File: src/rtl/rv_ctrl_pkg.sv
// Shared types and encodings for the RV32I multi-cycle control unit.
package rv_ctrl_pkg;

   typedef enum logic [3:0] {
      S_FETCH, S_DECODE, S_MEMADR, S_MEMREAD, S_MEMWB, S_MEMWRITE,
      S_EXECR, S_EXECI, S_ALUWB, S_BRANCH, S_JAL, S_TRAP
   } state_e;

   typedef enum logic [2:0] {
      ALU_ADD = 3'b000,
      ALU_SUB = 3'b001,
      ALU_AND = 3'b100,
      ALU_OR  = 3'b110
   } alu_op_e;

   // Operation class the FSM requests; FUNCT defers to funct3/funct7
   typedef enum logic [1:0] {
      AOP_ADD, AOP_SUB, AOP_FUNCT
   } alu_class_e;

   localparam logic [6:0] OP_LOAD   = 7'b0000011;
   localparam logic [6:0] OP_STORE  = 7'b0100011;
   localparam logic [6:0] OP_RTYPE  = 7'b0110011;
   localparam logic [6:0] OP_ITYPE  = 7'b0010011;
   localparam logic [6:0] OP_BRANCH = 7'b1100011;
   localparam logic [6:0] OP_JAL    = 7'b1101111;

   localparam logic [1:0] RES_ALUOUT = 2'b00;
   localparam logic [1:0] RES_MEM    = 2'b01;
   localparam logic [1:0] RES_ALU    = 2'b10;

   localparam logic [1:0] SRCA_PC    = 2'b00;
   localparam logic [1:0] SRCA_OLDPC = 2'b01;
   localparam logic [1:0] SRCA_RS1   = 2'b10;

   localparam logic [1:0] SRCB_RS2   = 2'b00;
   localparam logic [1:0] SRCB_IMM   = 2'b01;
   localparam logic [1:0] SRCB_FOUR  = 2'b10;

   localparam logic [1:0] IMM_I = 2'b00;
   localparam logic [1:0] IMM_S = 2'b01;
   localparam logic [1:0] IMM_B = 2'b10;
   localparam logic [1:0] IMM_J = 2'b11;

   function automatic logic alu_funct3_legal(input logic [2:0] f3);
      return (f3 == 3'b000) || (f3 == 3'b110) || (f3 == 3'b111);
   endfunction

endpackage

File: src/rtl/alu_decoder.sv
// Combinational map from requested op class and funct fields to ALU control.
module alu_decoder
   import rv_ctrl_pkg::*;
#(
   parameter int ALU_CW = 3
) (
   input  alu_class_e          i_alu_class,
   input  logic [2:0]          i_funct3,
   input  logic                i_funct7b5,
   input  logic                i_op5,
   output logic [ALU_CW-1:0]   o_alu_cntrl
);

   alu_op_e w_op;

   always_comb begin
      w_op = ALU_ADD;
      case (i_alu_class)
         AOP_SUB:   w_op = ALU_SUB;
         AOP_FUNCT: begin
            case (i_funct3)
               // funct7b5 only selects SUB for R-type; addi ignores it
               3'b000:  w_op = (i_op5 & i_funct7b5) ? ALU_SUB : ALU_ADD;
               3'b110:  w_op = ALU_OR;
               3'b111:  w_op = ALU_AND;
               default: w_op = ALU_ADD;
            endcase
         end
         default:   w_op = ALU_ADD;
      endcase
   end

   assign o_alu_cntrl = ALU_CW'(w_op);

endmodule

File: src/rtl/mc_control_unit.sv
// Multi-cycle RV32I control FSM. Define BRANCH_EXT_EN for bne/blt/bge/bltu/bgeu;
// without it only beq is accepted and other branches trap.
module mc_control_unit
   import rv_ctrl_pkg::*;
#(
   parameter int ALU_CW = 3
) (
   input  logic              clk,
   input  logic              rst,
   input  logic [6:0]        opcode,
   input  logic [2:0]        funct3,
   input  logic              funct7b5,
   input  logic              mem_ready,
   input  logic              zero,
   input  logic              negative,
   input  logic              carry,
   input  logic              over_flow,
   output logic              pc_write,
   output logic              adr_src,
   output logic              mem_write,
   output logic              ir_write,
   output logic              reg_write,
   output logic [1:0]        result_src,
   output logic [1:0]        alu_src_a,
   output logic [1:0]        alu_src_b,
   output logic [1:0]        imm_src,
   output logic [ALU_CW-1:0] alu_cntrl,
   output logic              illegal
);

   state_e            r_state, w_next;
   alu_class_e        w_alu_class;
   logic              w_taken, w_branch_legal;
   logic [ALU_CW-1:0] w_alu_cntrl;

`ifdef BRANCH_EXT_EN
   assign w_branch_legal = (funct3 != 3'b010) && (funct3 != 3'b011);
   always_comb begin
      case (funct3)
         3'b000:  w_taken = zero;
         3'b001:  w_taken = ~zero;
         3'b100:  w_taken = negative ^ over_flow;
         3'b101:  w_taken = ~(negative ^ over_flow);
         3'b110:  w_taken = ~carry;
         3'b111:  w_taken = carry;
         default: w_taken = 1'b0;
      endcase
   end
`else
   logic w_unused_flags;
   assign w_unused_flags = &{negative, carry, over_flow, 1'b0};
   assign w_branch_legal = (funct3 == 3'b000);
   assign w_taken        = zero;
`endif

   always_ff @(posedge clk) begin
      if (rst) r_state <= S_FETCH;
      else     r_state <= w_next;
   end

   always_comb begin
      w_next = r_state;
      case (r_state)
         S_FETCH:    if (mem_ready) w_next = S_DECODE;
         S_DECODE: begin
            case (opcode)
               OP_LOAD, OP_STORE: w_next = S_MEMADR;
               OP_RTYPE:  w_next = alu_funct3_legal(funct3) ? S_EXECR : S_TRAP;
               OP_ITYPE:  w_next = alu_funct3_legal(funct3) ? S_EXECI : S_TRAP;
               OP_BRANCH: w_next = w_branch_legal ? S_BRANCH : S_TRAP;
               OP_JAL:    w_next = S_JAL;
               default:   w_next = S_TRAP;
            endcase
         end
         S_MEMADR:   w_next = opcode[5] ? S_MEMWRITE : S_MEMREAD;
         S_MEMREAD:  if (mem_ready) w_next = S_MEMWB;
         S_MEMWB:    w_next = S_FETCH;
         S_MEMWRITE: if (mem_ready) w_next = S_FETCH;
         S_EXECR,
         S_EXECI:    w_next = S_ALUWB;
         S_ALUWB:    w_next = S_FETCH;
         S_BRANCH:   w_next = S_FETCH;
         S_JAL:      w_next = S_ALUWB;
         S_TRAP:     w_next = S_TRAP;
         default:    w_next = S_TRAP;
      endcase
   end

   // Reset forces every output low, overriding the Moore decode
   always_comb begin
      pc_write    = 1'b0;
      adr_src     = 1'b0;
      mem_write   = 1'b0;
      ir_write    = 1'b0;
      reg_write   = 1'b0;
      result_src  = RES_ALUOUT;
      alu_src_a   = SRCA_PC;
      alu_src_b   = SRCB_RS2;
      imm_src     = IMM_I;
      illegal     = 1'b0;
      w_alu_class = AOP_ADD;
      if (!rst) begin
         case (opcode)
            OP_STORE:  imm_src = IMM_S;
            OP_BRANCH: imm_src = IMM_B;
            OP_JAL:    imm_src = IMM_J;
            default:   imm_src = IMM_I;
         endcase
         case (r_state)
            S_FETCH: begin
               alu_src_b  = SRCB_FOUR;
               result_src = RES_ALU;
               pc_write   = mem_ready;
               ir_write   = mem_ready;
            end
            S_DECODE: begin
               alu_src_a = SRCA_OLDPC;
               alu_src_b = SRCB_IMM;
            end
            S_MEMADR: begin
               alu_src_a = SRCA_RS1;
               alu_src_b = SRCB_IMM;
            end
            S_MEMREAD:  adr_src = 1'b1;
            S_MEMWB: begin
               result_src = RES_MEM;
               reg_write  = 1'b1;
            end
            S_MEMWRITE: begin
               adr_src   = 1'b1;
               mem_write = 1'b1;
            end
            S_EXECR: begin
               alu_src_a   = SRCA_RS1;
               w_alu_class = AOP_FUNCT;
            end
            S_EXECI: begin
               alu_src_a   = SRCA_RS1;
               alu_src_b   = SRCB_IMM;
               w_alu_class = AOP_FUNCT;
            end
            S_ALUWB:    reg_write = 1'b1;
            S_BRANCH: begin
               alu_src_a   = SRCA_RS1;
               w_alu_class = AOP_SUB;
               pc_write    = w_taken;
            end
            S_JAL: begin
               alu_src_a = SRCA_OLDPC;
               alu_src_b = SRCB_FOUR;
               pc_write  = 1'b1;
            end
            S_TRAP:     illegal = 1'b1;
            default:    illegal = 1'b1;
         endcase
      end
   end

   alu_decoder #(.ALU_CW(ALU_CW)) u_alu_dec (
      .i_alu_class (w_alu_class),
      .i_funct3    (funct3),
      .i_funct7b5  (funct7b5),
      .i_op5       (opcode[5]),
      .o_alu_cntrl (w_alu_cntrl)
   );

   assign alu_cntrl = w_alu_cntrl;

endmodule

File: config.mk
export PLATFORM = sky130hd
export DESIGN_NAME = mc_control_unit
export DESIGN_NICKNAME = d
export VERILOG_FILES = /design/src/rtl/rv_ctrl_pkg.sv /design/src/rtl/alu_decoder.sv /design/src/rtl/mc_control_unit.sv
export SDC_FILE = /design/constraint.sdc
export NUM_CORES = 1
export LEC_CHECK = 0
export CAP_MARGIN = 20
export CORE_MARGIN = 10
export CORE_UTILIZATION = 39
export DETAILED_ROUTE_END_ITERATION = 8
export GPL_TIMING_DRIVEN = 0
export PLACE_DENSITY = 0.75
export SYNTH_ARGS = -nofsm -noshare
export SYNTH_HDL_FRONTEND = slang
export SYNTH_SLANG_ARGS = --single-unit
File: constraint.sdc
create_clock -name clk -period 2.3 [get_ports clk]
set_input_delay 0.23 -clock clk [delete_from_list [all_inputs] [get_ports clk]]
set_output_delay 0.23 -clock clk [all_outputs]
set_load 0.05 [all_outputs]
* After elaboration in Yosys (flattened, before gate mapping)
Cells that the tools add are included.
Storage, ports and cells: register bits 4, output and inout port bits 17, word-level logic and storage cells 75
Cells by class: equal/unequal tests 23, muxes and demuxes 34, bitwise logic cells 1, reduce and logical (&&, ||, !) cells 16
Operator list (number):
- 4-bit case mux with 7 select lines | 1
- 4-bit 2-to-1 mux | 5
- 4-bit case mux with 5 select lines | 1
- 4-bit by 3-bit equality test with 1-bit output, second input constant | 4
- 2-bit case mux with 2 select lines | 4
- 7-bit by 6-bit equality test with 1-bit output, second input constant | 2
- 7-bit equality test, second input constant | 2
- 4-bit equality test, second input constant | 3
- 1-bit 2-to-1 mux | 12
- 2-bit 2-to-1 mux | 6
- 2-bit OR reduction | 6
- 11-bit OR reduction | 1
- 3-bit case mux with 3 select lines | 1
- 3-bit OR reduction | 3
- 4-bit by 2-bit equality test with 1-bit output, second input constant | 2
- 7-bit by 2-bit equality test with 1-bit output, second input constant | 1
- 7-bit by 5-bit equality test with 1-bit output, second input constant | 1
- 3-bit equality test, second input constant | 2
- 2-bit inequality test, second input constant | 3
- 2-bit case mux with 3 select lines | 1
- 3-bit case mux with 2 select lines | 1
- 4-bit by 1-bit equality test with 1-bit output, second input constant | 1
- 4-bit zero test | 1
- 4-bit OR reduction | 1
- other kinds (8) | 9

* Logic depth before layout (Yosys ltp)
depth in word-level cells 6, depth in mapped cells 10, depth with buffers taken out 8

* Modules after synthesis
Synthesis repeated with hierarchy kept, for this count alone.
Second synthesis, totals: cells, all modules 104, area, all modules 706.9 sq um
By module, submodules not included:
- mc_control_unit | instances 1, cells each 94, area each 626.9 sq um, sequential area each 80.1 sq um
- alu_decoder | instances 1, cells each 10, area each 80.1 sq um, sequential area each 0.0 sq um

* Least setup slack after synthesis
No wires, ideal clock.
path kind register to output, start point register r_state[2], end point output port alu_cntrl[1], arrival 2.849 ns, data required time 2.070 ns, slack -0.779 ns, cell stages (with the launch flop) 9, path buffers 2, path through dfxtp_1 > clkbuf_1 > buf_2 > nor2b_1 > nand3_1 > inv_1 > ha_1 > and3_2 > nor3b_1
Between the ends: cells in the longest elaborated chain, start to end 6, elaborated cells on any way between the ends 9, classes of those cells eq/ne: 5; mux: 3; reduce/logical: 1
RTL lines:
- start: declaration | RTL line mc_control_unit.sv:31 | state_e r_state, w_next;
- start signal: assignment | RTL line mc_control_unit.sv:58 | else r_state <= w_next;
- 4-bit by 3-bit equality test with 1-bit output | RTL line mc_control_unit.sv:109 | case (r_state)
- 2-bit OR reduction (no source line)
- 2-bit case mux with 2 select lines (*) | RTL line mc_control_unit.sv:109
- 2-bit 2-to-1 mux (*) | RTL line mc_control_unit.sv:102 | if (!rst) begin
- 2-bit equality test or 2-bit by 1-bit equality test with 1-bit output (tied branches) | RTL line alu_decoder.sv:18 | case (i_alu_class)
- 3-bit case mux with 2 select lines (*) | RTL line alu_decoder.sv:18
- end: declaration | RTL line mc_control_unit.sv:27 | output logic [ALU_CW-1:0] alu_cntrl,
Mark *: on every way between the ends. The rest lies on a longest branch, timed or not.

* Worst setup path after layout
start point input port rst, end point output port illegal
Between the ends: cells in the longest elaborated chain, start to end 1
RTL lines:
- start: declaration | RTL line mc_control_unit.sv:9 | input logic rst,
- 1-bit 2-to-1 mux | RTL line mc_control_unit.sv:102
- end: declaration | RTL line mc_control_unit.sv:28 | output logic illegal
Every way passes these cells.

==> qor.csv <==
metric;value;unit
GRT Util Overall;12.50;%
top post-synthesis cells by area;dfxtp_1, nand2_1, nor2_1;
initial DRC count;7;
syn avg cell area;6.766;µm²
PortBufs;31;
worst vdd ir;603.9;µV
Area after DPL;1059;µm²
RePlAce Congestion;0.9054;
synthesized area;696.9;µm²
FF+latch count, synth;4;
Clock Path Buffers;2;
Final Util;64.40;%
sequential area share after synthesis;11.49;%
area leader, netlist;dfxtp_1;
post-DR vias/cell;5.611;
Max Clock Freq;452.0;MHz
number of fill cells;159;
max_slew headroom;66.02;%
max reg flops;4;
Die ar.;3878;µm²
most common cell in the netlist;nand2_1;
Pins Over Slew Limit;0;
largest net degree at the start of global routing;11;
vias in the first global route;929;
reg-to-reg endpoint;r_state[2];
register clock-pin slew on the reported worst setup and hold paths;0.04;ns
worst hold slack;0.7111;ns
chip width;62.27;µm
startpoint type of the worst setup path;input pin;
Post-Route WL;2.506;mm
Max-cap violations;0;
num ports;35;
final net count;159;
cells after synthesis;103;
CP Data Required Time;2.07;ns
r2r worst-path depth;5;
Netlist cell types;44;
total gr overflow;0;
Inserted Diodes;0;
Worst Clk Skew;0.006038;ns
detailed-route via count;909;
Top reg by flops;r_state;
worst r2r src;r_state[3];
hold path cells;3;
top cell type's share of synthesized area;11.49;%
root buffer cell;clkbuf_4;
yosys warns;0;
Commonest cells post-synth;nand2_1, nor2_1, nor3_1;
setup bufs post-CTS;0;
core area;1708;µm²
CP max FO;10;
final setup fails;0;
placement row count;15;
Post-route DRC;0;
initial antenna violation count;0;
initial core utilization;40.81;%
WL/cell;15.47;µm
Synth Net Count;123;
H-Tree Depth;1;
area grow syn2layout;57.81;%
Setup Crit Path Kind;input pin to primary output;
Post-synth EDFFs;0;
share of post-route cells with drive strength above 1;19.71;%
ys flop type;dfxtp_1;
hold path endpoint;r_state[0];
1st-pass router iterations;4;
Reg2Reg Setup Slack;0.77;ns
Fin. Hold Viols;0;
HPWL reported at the end of detailed placement;1.941;mm
CP arrival;1.98;ns
biggest regs;r_state (4);
CTS sink count;4;
HP Start;r_state[0];
Tcrit/Tclk final;96.20;%
Critical Path Sink Type;primary output;
global-route wire length before repair;4.202;mm
LEAKAGE;0.4889;nW
Async S/R FF share, synth;0;%
run status;finished, final reports clean;
Worst Max-Slew Pin Slew;0.5088;ns
min cycle time layout;2.213;ns
Die Y;62.27;µm
CTS tree;built;
unrepaired setup endpoints after global routing;no;
Final ANT Viol Nets;0;
Worst Hold Class;flip-flop to flip-flop;
clk_lat worst skew;0.24;ns
power per cell area;1062;nW/µm²
cts bufs inserted;3;
post-layout instance area;1100;µm²
## layout by cell type, fill, tap and decap left out, types with 2 or more instances in the layout
cell             count
nor4_2               2
xor2_1               3
a21oi_1              5
clkbuf_4             5
clkbuf_2             2
clkdlybuf4s50_1     15
mux2i_1              2
nor4_1               2
nor2_1               8
nand2_1             12
a32o_1               2
nor3b_1              2
nor2b_1              2
or3_4                2
nand3_1              5
buf_6                3
nor3_1               5
a211oi_1             3
inv_1                5
nand2b_1             2
dlygate4sd2_1       11
ha_1                 2
buf_2                2
dfxtp_1              3
## where the power goes
part           switching (mW)  total [mW]  internal [mW]
logic                   0.602       0.951          0.350
clock network          0.0348      0.0935         0.0588
registers              0.0228       0.123          0.100
total                   0.659        1.17          0.509
## routing by layer
layer	GRT usage [%]	part of all wire (%)	up-vias	wire length [µm]
met5	0	0	-	0
met4	5.028	2.1	0	53
met3	6.272	8.1	6	204
met2	20.00	46	37	1148
met1	13.71	44	409	1100
li1	-	-	457	-
## kinds of logic (layout without fill, tap and decap cells)
group | count (synthesis) | in the layout | share of synthesized area, %
AO/OA/AOI/OAI | 23 | 23 | 25.49
XOR/XNOR | 4 | 4 | 5.028
adder cells (fa/ha/maj) | 2 | 2 | 3.590
buffers and inverters | 13 | 47 | 8.259
flip-flops | 4 | 4 | 11.49
multiplexers | 2 | 2 | 2.873
AND/OR/NAND/NOR | 55 | 55 | 43.27
## critical path, stage by stage
cell and delay [ns]:
clkdlybuf4s50_1 0.54, clkbuf_2 0.27, nor2_1 0.13, clkdlybuf4s50_1 0.81
## final cells by class
type / count / area (µm²) / area share (%)
Sequential cell: 4 / 81.33 / 7.395
Tap cell: 25 / 31.28 / 2.844
Multi-Input combinational cell: 86 / 591.8 / 53.81
Inverter: 6 / 22.52 / 2.048
Clock buffer: 3 / 22.52 / 2.048
Buffer: 7 / 58.81 / 5.347
Timing Repair Buffer: 31 / 291.5 / 26.51
## how the worst max path moves through the flow
stage | startpoint | end | slack (ns) | depth (start not counted)
after CTS | r_state[2] | alu_cntrl[1] | 0.01 | 9
after detailed placement | r_state[2] | alu_cntrl[1] | -0.67 | 9
after floorplan | r_state[2] | alu_cntrl[1] | -0.32 | 8
after global routing | r_state[1] | alu_cntrl[1] | 0.0002 | 8
after global placement | r_state[2] | alu_cntrl[1] | -0.66 | 9
final | rst | illegal | 0.09 | 4
## through the flow
step                      instances  TNS, ns  power [mW]  worst slack [ns]
after global placement          159   -2.515       1.061           -0.6592
after CTS                       162        0       1.149           0.01477
after global routing            162        0       1.254         0.0001974
final                           162        0       1.168           0.08745
after floorplan                 103  -0.3188      0.8170           -0.3188
after detailed placement        159   -2.570       1.080           -0.6748
## repair_timing
item                       4_1_cts  5_1_grt
resized for setup               35       13
setup endpoints to repair       16        6
hold buffers                     0        0
pin swaps                        0        0
Note: power is estimated with default switching activity, not from simulation.
